$ cat src/rtl/alu_exec_pkg.sv
// alu_exec_pkg: shared constants, opcode/state enums and the writes-rd predicate.
// Build option ALU_EXEC_MUL_EN turns opcode B into MUL.
package alu_exec_pkg;
    localparam int DATA_W = 8;
    localparam int ADDR_W = 5;
    localparam int NUM_REGS = 16;
    localparam logic [ADDR_W-1:0] MAX_REG = ADDR_W'(NUM_REGS);
    typedef enum logic [3:0] {
        OP_ADD = 4'h0, OP_SUB, OP_AND, OP_OR, OP_XOR, OP_SHL, OP_SHR,
        OP_ADDI, OP_LI, OP_MOV, OP_CMP, OP_MUL
    } opcode_e;
    typedef enum logic [1:0] {S_IDLE, S_READ, S_EXEC, S_WRITE} state_e;
    function automatic logic op_writes_rd(input logic [3:0] op);
`ifdef ALU_EXEC_MUL_EN
        return (op <= OP_MOV) || (op == OP_MUL);
`else
        return op <= OP_MOV;
`endif
    endfunction
endpackage

$ cat src/rtl/alu_exec_stage_alu_core.sv
// alu_core: combinational ALU with result/flag update enables.
// Build option ALU_EXEC_MUL_EN adds the opcode-B multiplier.
module alu_core
    import alu_exec_pkg::*;
(
    input  logic [DATA_W-1:0] i_a,
    input  logic [DATA_W-1:0] i_b,
    input  logic [DATA_W-1:0] i_imm,
    input  logic [3:0]        i_opcode,
    input  logic [2:0]        i_shift,
    output logic [DATA_W-1:0] o_result,
    output logic              o_z,
    output logic              o_c,
    output logic              o_flag_en,
    output logic              o_res_en
);
    logic [DATA_W:0] w_add, w_sub, w_addi, w_shl, w_shr;
    assign w_add  = {1'b0, i_a} + {1'b0, i_b};
    assign w_sub  = {1'b0, i_a} - {1'b0, i_b};
    assign w_addi = {1'b0, i_a} + {1'b0, i_imm};
    // Extra bit catches the last bit shifted out; stays 0 for a zero shift.
    assign w_shl  = {1'b0, i_a} << i_shift;
    assign w_shr  = {i_a, 1'b0} >> i_shift;
`ifdef ALU_EXEC_MUL_EN
    logic [2*DATA_W-1:0] w_mul;
    assign w_mul = i_a * i_b;
`endif
    always_comb begin
        o_result  = '0;
        o_c       = 1'b0;
        o_flag_en = 1'b1;
        case (i_opcode)
            OP_ADD:         {o_c, o_result} = w_add;
            OP_SUB, OP_CMP: {o_c, o_result} = w_sub;
            OP_AND:         o_result = i_a & i_b;
            OP_OR:          o_result = i_a | i_b;
            OP_XOR:         o_result = i_a ^ i_b;
            OP_SHL:         {o_c, o_result} = w_shl;
            OP_SHR:         {o_result, o_c} = w_shr;
            OP_ADDI:        {o_c, o_result} = w_addi;
            OP_LI: begin
                o_result  = i_imm;
                o_flag_en = 1'b0;
            end
            OP_MOV: begin
                o_result  = i_a;
                o_flag_en = 1'b0;
            end
`ifdef ALU_EXEC_MUL_EN
            OP_MUL: begin
                o_result = w_mul[DATA_W-1:0];
                o_c      = |w_mul[2*DATA_W-1:DATA_W];
            end
`endif
            default:        o_flag_en = 1'b0;
        endcase
    end
    assign o_z      = o_result == '0;
    assign o_res_en = op_writes_rd(i_opcode);
endmodule

$ cat src/rtl/alu_exec_stage.sv
// alu_exec_stage: execute/writeback stage driving a register file via READ/EXEC/WRITE.
// Build option ALU_EXEC_MUL_EN (in alu_core) enables MUL on opcode B.
module alu_exec_stage
    import alu_exec_pkg::*;
(
    input  logic              clk,
    input  logic              rst,
    input  logic              instr_valid,
    output logic              instr_ready,
    input  logic [3:0]        opcode,
    input  logic [ADDR_W-1:0] rs_addr,
    input  logic [ADDR_W-1:0] rt_addr,
    input  logic [ADDR_W-1:0] rd_addr,
    input  logic [DATA_W-1:0] imm,
    output logic              rf_rw,
    output logic [ADDR_W-1:0] rf_RS,
    output logic [ADDR_W-1:0] rf_RT,
    output logic [ADDR_W-1:0] rf_RD,
    output logic [DATA_W-1:0] rf_wdata,
    input  logic [DATA_W-1:0] rf_RS_data,
    input  logic [DATA_W-1:0] rf_RT_data,
    output logic [DATA_W-1:0] result,
    output logic              result_valid,
    output logic              flag_z,
    output logic              flag_c
);
    state_e            r_state;
    logic [3:0]        r_op;
    logic [ADDR_W-1:0] r_rs, r_rt, r_rd, r_rf_rd;
    logic [DATA_W-1:0] r_imm, r_wdata, r_result;
    logic              r_valid, r_z, r_c;
    logic [DATA_W-1:0] w_a, w_b, w_result;
    logic              w_z, w_c, w_flag_en, w_res_en, w_wr;
    assign w_a  = (r_rs != '0 && r_rs <= MAX_REG) ? rf_RS_data : '0;
    assign w_b  = (r_rt != '0 && r_rt <= MAX_REG) ? rf_RT_data : '0;
    assign w_wr = w_res_en && r_rd != '0 && r_rd <= MAX_REG;
    alu_core u_alu (
        .i_a       (w_a),
        .i_b       (w_b),
        .i_imm     (r_imm),
        .i_opcode  (r_op),
        .i_shift   (w_b[2:0]),
        .o_result  (w_result),
        .o_z       (w_z),
        .o_c       (w_c),
        .o_flag_en (w_flag_en),
        .o_res_en  (w_res_en)
    );
    always_ff @(posedge clk) begin
        if (rst) begin
            r_state  <= S_IDLE;
            r_op     <= '0;
            r_rs     <= '0;
            r_rt     <= '0;
            r_rd     <= '0;
            r_imm    <= '0;
            r_rf_rd  <= '0;
            r_wdata  <= '0;
            r_result <= '0;
            r_valid  <= 1'b0;
            r_z      <= 1'b0;
            r_c      <= 1'b0;
        end else begin
            r_valid <= r_state == S_EXEC;
            case (r_state)
                S_IDLE: if (instr_valid) begin
                    r_state <= S_READ;
                    r_op    <= opcode;
                    r_rs    <= rs_addr;
                    r_rt    <= rt_addr;
                    r_rd    <= rd_addr;
                    r_imm   <= imm;
                end
                S_READ: r_state <= S_EXEC;
                S_EXEC: begin
                    r_state <= w_wr ? S_WRITE : S_IDLE;
                    if (w_res_en) r_result <= w_result;
                    if (w_flag_en) {r_z, r_c} <= {w_z, w_c};
                    if (w_wr) begin
                        r_rf_rd <= r_rd;
                        r_wdata <= w_result;
                    end
                end
                S_WRITE: r_state <= S_IDLE;
            endcase
        end
    end
    assign instr_ready  = r_state == S_IDLE;
    assign rf_rw        = r_state == S_WRITE && !rst;
    assign rf_RS        = r_rs;
    assign rf_RT        = r_rt;
    assign rf_RD        = r_rf_rd;
    assign rf_wdata     = r_wdata;
    assign result       = r_result;
    assign result_valid = r_valid;
    assign flag_z       = r_z;
    assign flag_c       = r_c;
endmodule
$ cat config.mk
export PLATFORM = sky130hd
export DESIGN_NAME = alu_exec_stage
export DESIGN_NICKNAME = d
export VERILOG_FILES = /design/src/rtl/alu_exec_pkg.sv /design/src/rtl/alu_exec_stage_alu_core.sv /design/src/rtl/alu_exec_stage.sv
export SDC_FILE = /design/constraint.sdc
export NUM_CORES = 1
export LEC_CHECK = 0
export BUFFER_PORTS_ARGS = -buffer_cell sky130_fd_sc_hd__clkbuf_2
export CORE_MARGIN = 5
export CORE_UTILIZATION = 63
export CTS_BUF_LIST = sky130_fd_sc_hd__clkbuf_4
export CTS_CLUSTER_SIZE = 25
export DETAILED_ROUTE_END_ITERATION = 16
export GPL_TIMING_DRIVEN = 0
export PLACE_DENSITY = 0.89
export SETUP_SLACK_MARGIN = 0.02
export SYNTH_ARGS = -nofsm -noshare
export SYNTH_HDL_FRONTEND = slang
export SYNTH_SLANG_ARGS = --single-unit
$ cat constraint.sdc
create_clock -name clk -period 9.85 [get_ports clk]
set_input_delay 0.4925 -clock clk [delete_from_list [all_inputs] [get_ports clk]]
set_output_delay 0.4925 -clock clk [all_outputs]
set_load 0.1 [all_outputs]
==> metrics.txt <==
Final nets=784; Max VDD drop=0.110 mV; most frequent cell after synthesis=nand2_1; Hold WC Path Type=primary input to register; Synth area leaders=dfxtp_1, ha_1, nand2_1; CTS Sinks=53; xor and xnor area share after synthesis=0.0268; FP Rows=31; fill count=~590; Vias=approximately 5100; initial core utilization=0.638; chip height=95.3 µm; I/O Buffers=78; top-area cell type share of the netlist area=0.232; worst slew pin tran=~1.4 ns; Slew HR=0.0681; Avg WL per Cell=19.9 µm; Synth cell types=64; Synth Instances=roughly 620; Worst setup EP type=register; CTS Hold Bufs=0; Worst path depth=14; CORE AREA=7180 µm²; Max-Cap Viols=0; Adder-Cell Fraction of Synth Area=0.109; Gate power share=0.555; Clk pwr share=0.139; switching power=0.391 mW; DR vias/cell=6.41; FF+latch count, synth=53; post-cts sizing count=0; worst skew pair latency=0.39 ns; leading area contributor after synthesis=dfxtp_1; CP Launch Type=register; Synth Cell Area=4580 µm²; largest family of logic cells by synthesized area=simple AND/OR/NAND/NOR gates; I/O pin count=82; Max Freq=204 MHz; clk_skew=about 0.018 ns; Post-DP HPWL=around 13000 µm; Max Transition Viols Final=0; initial antenna violation count=0; Pre-Repair DR Iteration Count=5; placed cells=792; Critical path origin=rf_RT[0]; Reg2Reg Launch Point=rf_RT[0]; CP max FO=11; family with the most delay on the worst path=compound AO/OA/AOI/OAI gates; setup TNS after final layout=0 ns; design area=5160 µm²; r2r setup slk=4.94 ns; Hold Fails Final Rpt=0; synthesized net count=699; Diodes inserted=0; minimum clock period=just under 5 ns; multiplexer share of the synthesized area=0.0781; Iter 0 DRT Violations=583; placed cell area=between 5000 and 6000 µm²; Int Pwr=0.395 mW; final setup vio count=0; first-pass GRT wire length=24700 µm; CP required=10.18 ns; yosys warns=0; Worst EP arrival=about 5.2 ns; status=finished clean; final global-route overflow total=0; Setup Buffers After CTS=0; H-tree Lvls=2; CP peak stage delay=0.82 ns; CTS Buf Count=5; number of flops mapped to enable cells by yosys=0; Synth Area in Compound Gates=0.235; largest net degree at the start of global routing=20; Leak Pwr=2.22 nW; Die Span X=95.3 µm; Cell Count, Final, Fillers Out=800; critical path class=register to register; asr flop ratio synth=0; post-synthesis simple-gate area fraction=0.263; final wirelength=15900 µm; vias in the first global route=about 4900; Total Die Area=9070 µm²; Slowest cell on crit path=mux2i_1; critical path buffer and inverter count=2; Switching Fraction=0.498; Seq/Total Area, Yosys=0.232; GP Congestion=~1.0; CTS tree=done; Routed Antenna Nets=0; CP endpoint=flag_z; Final Cycle Share=0.498; global-route usage over all layers=0.351; Flop pwr share=0.306; clock-pin transition on the worst setup and hold timing paths=0.18 ns; R2R Path End=flag_z; hold path depth=3; FF-to-FF path depth=14; Commonest cells post-synth=nand2_1, nor2_1, dfxtp_1; share of layout cells above drive strength 1=0.158; Root Driver=clkbuf_4; crit-path cells=nor4_4, mux2i_1, buf_2, ha_1, inv_1, fa_1, a211oi_1, nor2_1, o31ai_1, mux2i_1, a211oi_1, and3_1, nand4_1, o21ai_1; power per cell area=152 nW/µm²; Post-synth top flop=dfxtp_1; syn avg cell area=7.45 µm²; DRC violations left=0; area grow syn2layout=12.8%; CTS Buffer Depth=2; unrepaired setup endpoints after global routing=no
[power by group through the flow]
stage | clock network (mW) | registers [mW] | logic, mW
after floorplan | 0 | 0.300 | 0.255
after global placement | 0 | 0.244 | 0.413
after detailed placement | 0 | 0.244 | 0.421
after CTS | 0.109 | 0.240 | 0.424
after global routing | 0.116 | 0.242 | 0.462
final | 0.109 | 0.240 | 0.436
[worst min-delay path, cell delays in order]
cell	delay, ns
clkbuf_2	0.08
nand2_1	0.04
a21oi_1	0.05
[metal layers]
| metal | vias up | part of all wire | track usage |
|---|---|---|---|
| met1 | 2376 | 0.40 | 0.462 |
| met5 | - | 0 | 0 |
| met3 | 64 | 0.10 | 0.0616 |
| met4 | 0 | 0.040 | 0.143 |
| li1 | 2359 | - | - |
| met2 | 328 | 0.46 | 0.566 |
[worst min path at each step]
stage,start,to
final,rt_addr[0],rf_RT[0]
after CTS,rt_addr[0],rf_RT[0]
after global placement,r_rd[0],r_rd[0]
after floorplan,r_rd[3],r_rd[3]
after detailed placement,r_rd[3],r_rd[3]
after global routing,rs_addr[2],rf_RS[2]
[registers in the layout (all words and copies together), names as in the netlist]
name          cells
flag_c            1
r_imm             8
r_op              4
rf_wdata          8
r_rd              5
flag_z            1
result            8
r_state           2
result_valid      1
rf_RD             5
rf_RS             5
rf_RT             5
[kinds of logic after synthesis]
| logic type | Yosys count |
|---|---|
| buffers and inverters | 67 |
| AOI/OAI and AO/OA | 161 |
| DFF | 53 |
| and+or+nand+nor | 247 |
| adders and majority gates | 38 |
| xor gates and xnor gates | 14 |
| muxes | 35 |
[cells in the final DEF, fill, tap and decap left out, types with 3 or more instances in the layout]
| cell type | n |
|---|---|
| fa_1 | 3 |
| a211oi_1 | 27 |
| o22ai_1 | 4 |
| nand3b_1 | 6 |
| o21ai_0 | 17 |
| dfxtp_1 | 53 |
| ha_1 | 35 |
| nand2b_1 | 15 |
| nor3b_1 | 4 |
| nand4_1 | 4 |
| nor2b_1 | 8 |
| o221ai_1 | 3 |
| a31oi_1 | 7 |
| xor2_1 | 6 |
| clkbuf_4 | 5 |
| inv_1 | 29 |
| buf_2 | 3 |
| o211ai_1 | 4 |
| clkbuf_2 | 78 |
| xnor2_1 | 8 |
| a221oi_1 | 4 |
| clkbuf_1 | 29 |
| or2_2 | 6 |
| o2111ai_1 | 6 |
| nand2_1 | 96 |
| a32oi_1 | 3 |
| and2_1 | 4 |
| a22oi_1 | 5 |
| nor3_1 | 12 |
| a21o_1 | 6 |
| nand3_1 | 14 |
| o31ai_1 | 3 |
| buf_1 | 4 |
| a21oi_1 | 51 |
| mux2i_1 | 28 |
| nor2_1 | 61 |
| mux2_2 | 6 |
[metrics by stage]
step	total power [mW]	util	hold slack, ns	setup WS [ns]
after floorplan	0.555	-	0.449	5.68
after global placement	0.657	0.710	0.463	5.24
after detailed placement	0.665	0.710	0.475	5.16
after CTS	0.773	0.719	0.297	5.11
after global routing	0.820	0.720	0.289	4.87
final	0.786	0.720	0.294	4.94
[cell type report]
cell class | count | area, µm² | area share
multi-input combinational | 495 | 3260 | 0.632
sequential | 53 | 1060 | 0.205
timing repair buffer | 78 | 390 | 0.0756
buffer | 37 | 146 | 0.0283
tap | 99 | 124 | 0.0240
inverter | 30 | 113 | 0.0218
clock buffer | 5 | 37.5 | 0.00727
clock inverter | 3 | 28.8 | 0.00557
No activity file was read; power rests on OpenSTA's default activity.
